### src/rtl/branch_cond_unit.sv
// branch_cond_unit: architectural condition-code register, conditional-branch
// resolution with same-cycle flag bypass, a one-entry registered decision
// buffer, and saturating branch statistics counters.
module branch_cond_unit #(
    parameter int DISP_W = 8,
    parameter int CNT_W  = 16
) (
    input  logic              clk,
    input  logic              rst,
    input  logic [3:0]        szcv_in,
    input  logic              flag_we,
    output logic [3:0]        flags,
    input  logic              br_valid,
    output logic              br_ready,
    input  logic [2:0]        br_cond,
    input  logic [15:0]       br_pc,
    input  logic [DISP_W-1:0] br_disp,
    output logic              res_valid,
    input  logic              res_ready,
    output logic              res_taken,
    output logic [15:0]       res_target,
    input  logic              flush,
    output logic [CNT_W-1:0]  cnt_branches,
    output logic [CNT_W-1:0]  cnt_taken
);

    typedef enum logic {
        EMPTY = 1'b0,
        FULL  = 1'b1
    } state_t;

    state_t      state;
    state_t      state_next;
    logic        accept;
    logic        eff_s;
    logic        eff_z;
    logic        eff_v;
    logic        cond_taken;
    logic [15:0] disp_sext;
    logic [15:0] next_target;

    // Reset and flush both block acceptance so nothing slips into a buffer
    // that is about to be cleared.
    assign res_valid = (state == FULL);
    assign br_ready  = !rst && !flush && (!res_valid || res_ready);
    assign accept    = br_valid && br_ready;

    // Resolve the condition against the bypassed flags and form the next PC.
    always_comb begin
        eff_s      = flag_we ? szcv_in[3] : flags[3];
        eff_z      = flag_we ? szcv_in[2] : flags[2];
        eff_v      = flag_we ? szcv_in[0] : flags[0];
        cond_taken = 1'b0;
        case (br_cond)
            3'b000:  cond_taken = eff_z;
            3'b001:  cond_taken = eff_s ^ eff_v;
            3'b010:  cond_taken = eff_z | (eff_s ^ eff_v);
            3'b011:  cond_taken = !eff_z;
            3'b100:  cond_taken = 1'b1;
            default: cond_taken = 1'b0;
        endcase
        disp_sext   = 16'($signed(br_disp));
        next_target = br_pc + 16'd1 + (cond_taken ? disp_sext : 16'd0);
    end

    // Condition-code register, written by the execute stage.
    always_ff @(posedge clk) begin
        if (rst) begin
            flags <= 4'b0000;
        end else if (flag_we) begin
            flags <= szcv_in;
        end
    end

    // Decision buffer occupancy state.
    always_ff @(posedge clk) begin
        if (rst) begin
            state <= EMPTY;
        end else begin
            state <= state_next;
        end
    end

    // Flush wins over everything; an accept refills even while draining.
    always_comb begin
        state_next = state;
        if (flush) begin
            state_next = EMPTY;
        end else if (accept) begin
            state_next = FULL;
        end else if (res_valid && res_ready) begin
            state_next = EMPTY;
        end
    end

    // Decision payload, loaded only on accept so it holds under backpressure.
    always_ff @(posedge clk) begin
        if (rst) begin
            res_taken  <= 1'b0;
            res_target <= 16'h0000;
        end else if (accept) begin
            res_taken  <= cond_taken;
            res_target <= next_target;
        end
    end

    // Saturating statistics: they stick at all-ones rather than wrapping.
    always_ff @(posedge clk) begin
        if (rst) begin
            cnt_branches <= '0;
            cnt_taken    <= '0;
        end else if (accept) begin
            if (cnt_branches != {CNT_W{1'b1}}) begin
                cnt_branches <= cnt_branches + CNT_W'(1);
            end
            if (cond_taken && (cnt_taken != {CNT_W{1'b1}})) begin
                cnt_taken <= cnt_taken + CNT_W'(1);
            end
        end
    end

endmodule

### config.mk
export PLATFORM = sky130hd
export DESIGN_NAME = branch_cond_unit
export DESIGN_NICKNAME = d
export VERILOG_FILES = /design/src/rtl/branch_cond_unit.sv
export SDC_FILE = /design/constraint.sdc
export NUM_CORES = 1
export LEC_CHECK = 0
export CAP_MARGIN = 10
export CORE_MARGIN = 4
export CORE_UTILIZATION = 47
export CTS_CLUSTER_DIAMETER = 60
export CTS_CLUSTER_SIZE = 14
export DETAILED_ROUTE_END_ITERATION = 6
export PLACE_DENSITY_LB_ADDON = 0.3
export SLEW_MARGIN = 15
export SYNTH_ARGS = -nofsm -noshare
export SYNTH_HDL_FRONTEND = slang
export SYNTH_SLANG_ARGS = --single-unit
### constraint.sdc
create_clock -name clk -period 4 [get_ports clk]
set_input_delay 0.8 -clock clk [delete_from_list [all_inputs] [get_ports clk]]
set_output_delay 0.8 -clock clk [all_outputs]
set_load 0.02 [all_outputs]
After elaboration in Yosys (flattened, before gate mapping)
Cells that the tools add are included.
{"block": "classes", "n_addsub": 4, "eq_ne": 6, "n_mux": 7, "bitwise": 2, "reduce_logical": 15}
{"operator": "$add A16 B1 Y16 const B", "n": 3}
{"operator": "$ne A16 B16 Y1 const B", "n": 2}
{"operator": "$add A16 B16 Y16", "n": 1}
{"operator": "$mux W16", "n": 1}
{"operator": "$eq A3 B2 Y1 const B", "n": 2}
{"operator": "$logic_and A1 B1 Y1", "n": 5}
{"operator": "$mux W1", "n": 5}
{"operator": "$pmux W1 S5", "n": 1}
{"operator": "$logic_not A1 Y1", "n": 4}
{"operator": "$reduce_and A2 Y1", "n": 2}
{"operator": "$eq A3 B1 Y1 const B", "n": 1}
{"operator": "$eq A3 B3 Y1 const B", "n": 1}
{"operator": "$logic_not A3 Y1", "n": 1}
{"operator": "$reduce_bool A2 Y1", "n": 1}
{"operator": "$reduce_or A2 Y1", "n": 1}
{"operator": "$logic_or A1 B1 Y1", "n": 1}
{"operator": "$or A1 B1 Y1", "n": 1}
{"operator": "$xor A1 B1 Y1", "n": 1}
{"block": "word_totals", "reg_bits": 54, "inputBits": 37, "output_inout_bits": 55, "wordCells": 40}

Logic depth before layout (Yosys ltp)
{"block": "depth", "ltp_word": 6, "mapped_depth": 16, "ltp_nobuf": 15}

Worst setup path before layout
No wires, ideal clock.
{"block": "synth_path", "path_kind": "input port to flip-flop", "from": "in flag_we", "to": "reg res_target[13]", "setup_ns": 0.130, "arrival_ns": 3.456, "required_ns": 3.870, "slack_ns": 0.414, "path_stages": 13, "n_path_buf": 1, "path_cell_list": "buf_2 > mux2i_1 > o311ai_1 > or2_2 > and2_1 > ha_1 > nor2b_1 > o31ai_1 > a211oi_1 > a311o_1 > a31oi_1 > xor2_1 > o21ai_0"}
{"block": "synth_via", "elab_chain_cells": 6, "elab_cells_between_ends": 9, "classes_between": "add/sub: 1; mux: 5; bitwise: 2; reduce/logical: 1"}
{"item": "start: declaration", "line_no": "11", "rtl": "input logic flag_we,"}
{"item": "$mux W1 (on tied branches)", "line_no": "50, 52"}
{"item": "$xor A1 B1 Y1", "line_no": "56, 57"}
{"item": "$or A1 B1 Y1", "line_no": "57", "rtl": "3'b010: cond_taken = eff_z | (eff_s ^ eff_v);"}
{"item": "$pmux W1 S5 (*)", "line_no": "54", "rtl": "case (br_cond)"}
{"item": "$mux W16 (*)", "line_no": "63", "rtl": "next_target = br_pc + 16'd1 + (cond_taken ? disp_sext : 16'd0);"}
{"item": "$add A16 B16 Y16 (*)", "line_no": "63"}
{"item": "end signal: assignment", "line_no": "103", "rtl": "res_target <= next_target;"}
{"item": "end: declaration", "line_no": "21", "rtl": "output logic [15:0] res_target,"}
Mark *: on every way between the ends. The rest lies on a longest branch, timed or not.
A chain may end at the register's enable or synchronous reset.

Final worst setup path
{"block": "layout_path", "from": "in br_cond[0]", "to": "reg res_target[13]"}
{"block": "layout_via", "elab_chain_cells": 4, "elab_cells_between_ends": 8, "classes_between": "add/sub: 1; eq/ne: 4; mux: 2; reduce/logical: 1"}
{"item": "start: declaration", "line_no": "15", "rtl": "input logic [2:0] br_cond,"}
{"item": "$eq A3 B3 Y1, or another cell as far along", "line_no": "54"}
{"item": "$pmux W1 S5 (*)", "line_no": "54"}
{"item": "$mux W16 (*)", "line_no": "63"}
{"item": "$add A16 B16 Y16 (*)", "line_no": "63"}
Marks and branches as above.

==> results.ini <==
[run_status]
status = completed

[logic_synthesis]
synth_area_leaders = dfxtp_1, ha_1, xnor2_1, nor2_1, nand2_1
syn_inst = 362
ys.flop_type = dfxtp_1
synth_nets = 418
netlist.area_leader.share = 0.352
synth_top_family_by_area = simple AND/OR/NAND/NOR gates
synth-edff-count = 0
yosys_warnings = 0
synth_area_um2 = 3070
synthAdderAreaFrac = 0.0798
yosysSeqAreaShare = 0.352
ys_types = 48
syn_avg_cell_area_um2 = 8.49
synth_xor_area_frac = 0.108
synthSimpleGateAreaFrac = 0.267
synth_most_common_cell = dfxtp_1
async_reset_ff_frac = 0
synth_top_cell_by_area = dfxtp_1
synth_seq_cells = 54
synthTopCellsByCount = dfxtp_1, nor2_1, nand2_1
muxShareOfSynthArea = 0.0228
synth_compound_area_frac = 0.141

[sta]
timing.hold.ws_ns = 0.463
timing.final.max_slew_violations = 0
rsz0062_at_grt = no
relSlewSlack = 0.511
clock_skew_ns = 0.00737
setup_viol_count_final = 0
fin_ws_ns = 0.184
fmax_mhz = 262
hold_viol = 0
worstMarginPinSlew_ns = 0.732
setup_tns_ns = 0
min_period_ns = 3.82
min_period_over_period = 0.954

[layout]
fin_util = 0.678
diodes = 0
nets = 523
final_layout_size_suffix_gt1_frac = 0.105
syn_to_final_growth_pct = 40.2
final_cells = 545
stdcell_area_um2 = 4310

[global_route]
grt_start_max_net_pins = 38
grt_pass1_wl_mm = 12.8
overflow = 0
antenna_found_initial = 0
track_usage = 0.204
grt_pass1_vias = 2786

[critical_path]
r2r_end = res_target[12]
critPathMaxStageDelay_ns = 0.49
path_cells = clkdlybuf4s50_1, or3b_1, a221oi_4, or2_4, and2_1, ha_1, nor2b_1, o31ai_2, a211oi_1, a311o_1, a31oi_1, xor2_1, o21ai_0
required_ns = 4.18
startpoint_type = input pin
crit_type = input pin to flip-flop
worstSetupEndpointType = flip-flop
critPathSlowestCell = clkdlybuf4s50_1
path_max_fanout = 7
r2r_slack_ns = 0.87
arrival_ns = 4.00
reg2reg_from = flags[3]
rr_worst_depth = 15

[placed_design]
gp_congestion = 0.845
dpl.cell_count = 537
dp_hpwl_mm = 5.84
place_worst_setup_slack_ns = -0.311
dpl_cell_area_um2 = 4160
portBuffers = 91

[min_path]
whs_endpoint = res_taken
hold_depth = 2
hp-start = res_taken
hp-class = flip-flop to flip-flop

[route]
routed_wl_mm = 7.76
drt-initial-drc-count = 108
ant_nets = 0
vias_per_cell = 5.32
num_vias = 2900
wl_per_cell_um = 14.2
drc_errors = 0
first_pass_iters = 4

[cts]
cts_buffer_depth = 2
htree_num_levels = 2
cts_setup_buffers = 0
root_buffer = clkbuf_8
cts_tree = yes
numCtsBuffers = 5
clock_latency_ns = 0.32
clock-sinks = 54
cts.clk_slew.worst_paths_ns = 0.11

[floorplanning]
ios = 92
die_y_um = 88.8
start_util = 0.484
dieArea_um2 = 7890
die_width_um = 88.8
rows = 29
coreArea_um2 = 6350

[pwr]
power_per_cell_area_nw_per_um2 = 288
fin_total_pwr_mw = 1.24
sequentialPowerShare = 0.452
switching_share = 0.283
clkPwrFrac = 0.312
switchingPower_uw = 351
internal_power_uw = 890
power_leakage_nw = 1.62
pwr-share-comb = 0.236
peakVddDrop_uv = 177

[run]
drv_cap = 0

==> cells by family after synthesis <==
family,count (synthesis)
flip-flops,54
AO/OA/AOI/OAI,69
multiplexers,7
XOR/XNOR,38
buffers and inverters,21
adder cells (fa/ha/maj),19
AND/OR/NAND/NOR,154
==> layout make-up <==
| class | instances | area, um^2 |
|---|---|---|
| timing repair buffer | 110 | 1050 |
| tap | 77 | 96.3 |
| clock inverter | 3 | 47.5 |
| clock buffer | 5 | 68.8 |
| multi-input combinational | 287 | 1930 |
| inverter | 9 | 33.8 |
| fill | 514 | 2040 |
| sequential | 54 | 1080 |
==> worst max path at each step <==
stage | end | startpoint | slack [ns] | cells past startpoint
after floorplan | res_target[13] | flag_we | 0.41 | 13
after global routing | res_target[12] | flag_we | 0.0002 | 15
after global placement | res_target[13] | flag_we | -0.16 | 13
after CTS | res_target[13] | br_cond[0] | 0.02 | 13
final | res_target[13] | br_cond[0] | 0.18 | 13
after detailed placement | res_target[13] | br_cond[0] | -0.31 | 13
==> timing repair <==
item	in CTS	in global routing
hold endpoints to repair	0	0
gates resized for setup	0	6
endpoints found under the setup margin	0	7
hold buffers	0	0
==> critical path, delay by kind of cell <==
family	cells	cell delay (ns)
simple gates	4	0.94
xor+xnor	1	0.17
fa+ha+maj	1	0.24
buf+inv	1	0.49
compound gates	6	1.35
==> flip-flops by register name, indices dropped and copies added (netlist names) <==
| name | cells |
|---|---|
| flags | 4 |
| res_taken | 1 |
| cnt_taken | 16 |
| res_target | 16 |
| res_valid | 1 |
| cnt_branches | 16 |
==> placed cells by master (no fill, tap or decap), types with 3 or more instances in the layout <==
cell,Yosys,final
a211oi_1,4,4
a21o_1,6,6
a21oi_1,21,21
a31oi_1,4,3
and2_1,7,7
and3_1,6,6
and4_1,3,3
buf_4,0,19
clkbuf_8,0,5
clkdlybuf4s50_1,0,90
dfxtp_1,54,54
ha_1,18,18
inv_1,8,8
mux2i_1,7,6
nand2_1,33,33
nand3_1,16,16
nand4_1,7,7
nor2_1,47,47
nor3_1,5,5
nor3_2,7,7
nor4_2,4,4
o21a_1,3,3
o21ai_0,21,20
or3_1,6,6
xnor2_1,24,24
xor2_1,14,14
==> power groups by stage <==
stage	Sequential, mW	Combinational [mW]	Clock (mW)
after detailed placement	0.574	0.284	0
after CTS	0.561	0.286	0.397
after global placement	0.573	0.279	0
after floorplan	0.591	0.145	0
final	0.561	0.292	0.388
after global routing	0.563	0.320	0.417
==> metal layers <==
metal  GRT usage  part of all wire  routed length (um)  vias up
li1            -                 -                   -     1484
met1       0.263              0.45                3510     1348
met2       0.348              0.49                3780       63
met3      0.0484             0.053                 408        5
met4      0.0440            0.0079                  61        0
met5           0                 0                   0        -
No activity file was read; power rests on OpenSTA's default activity.
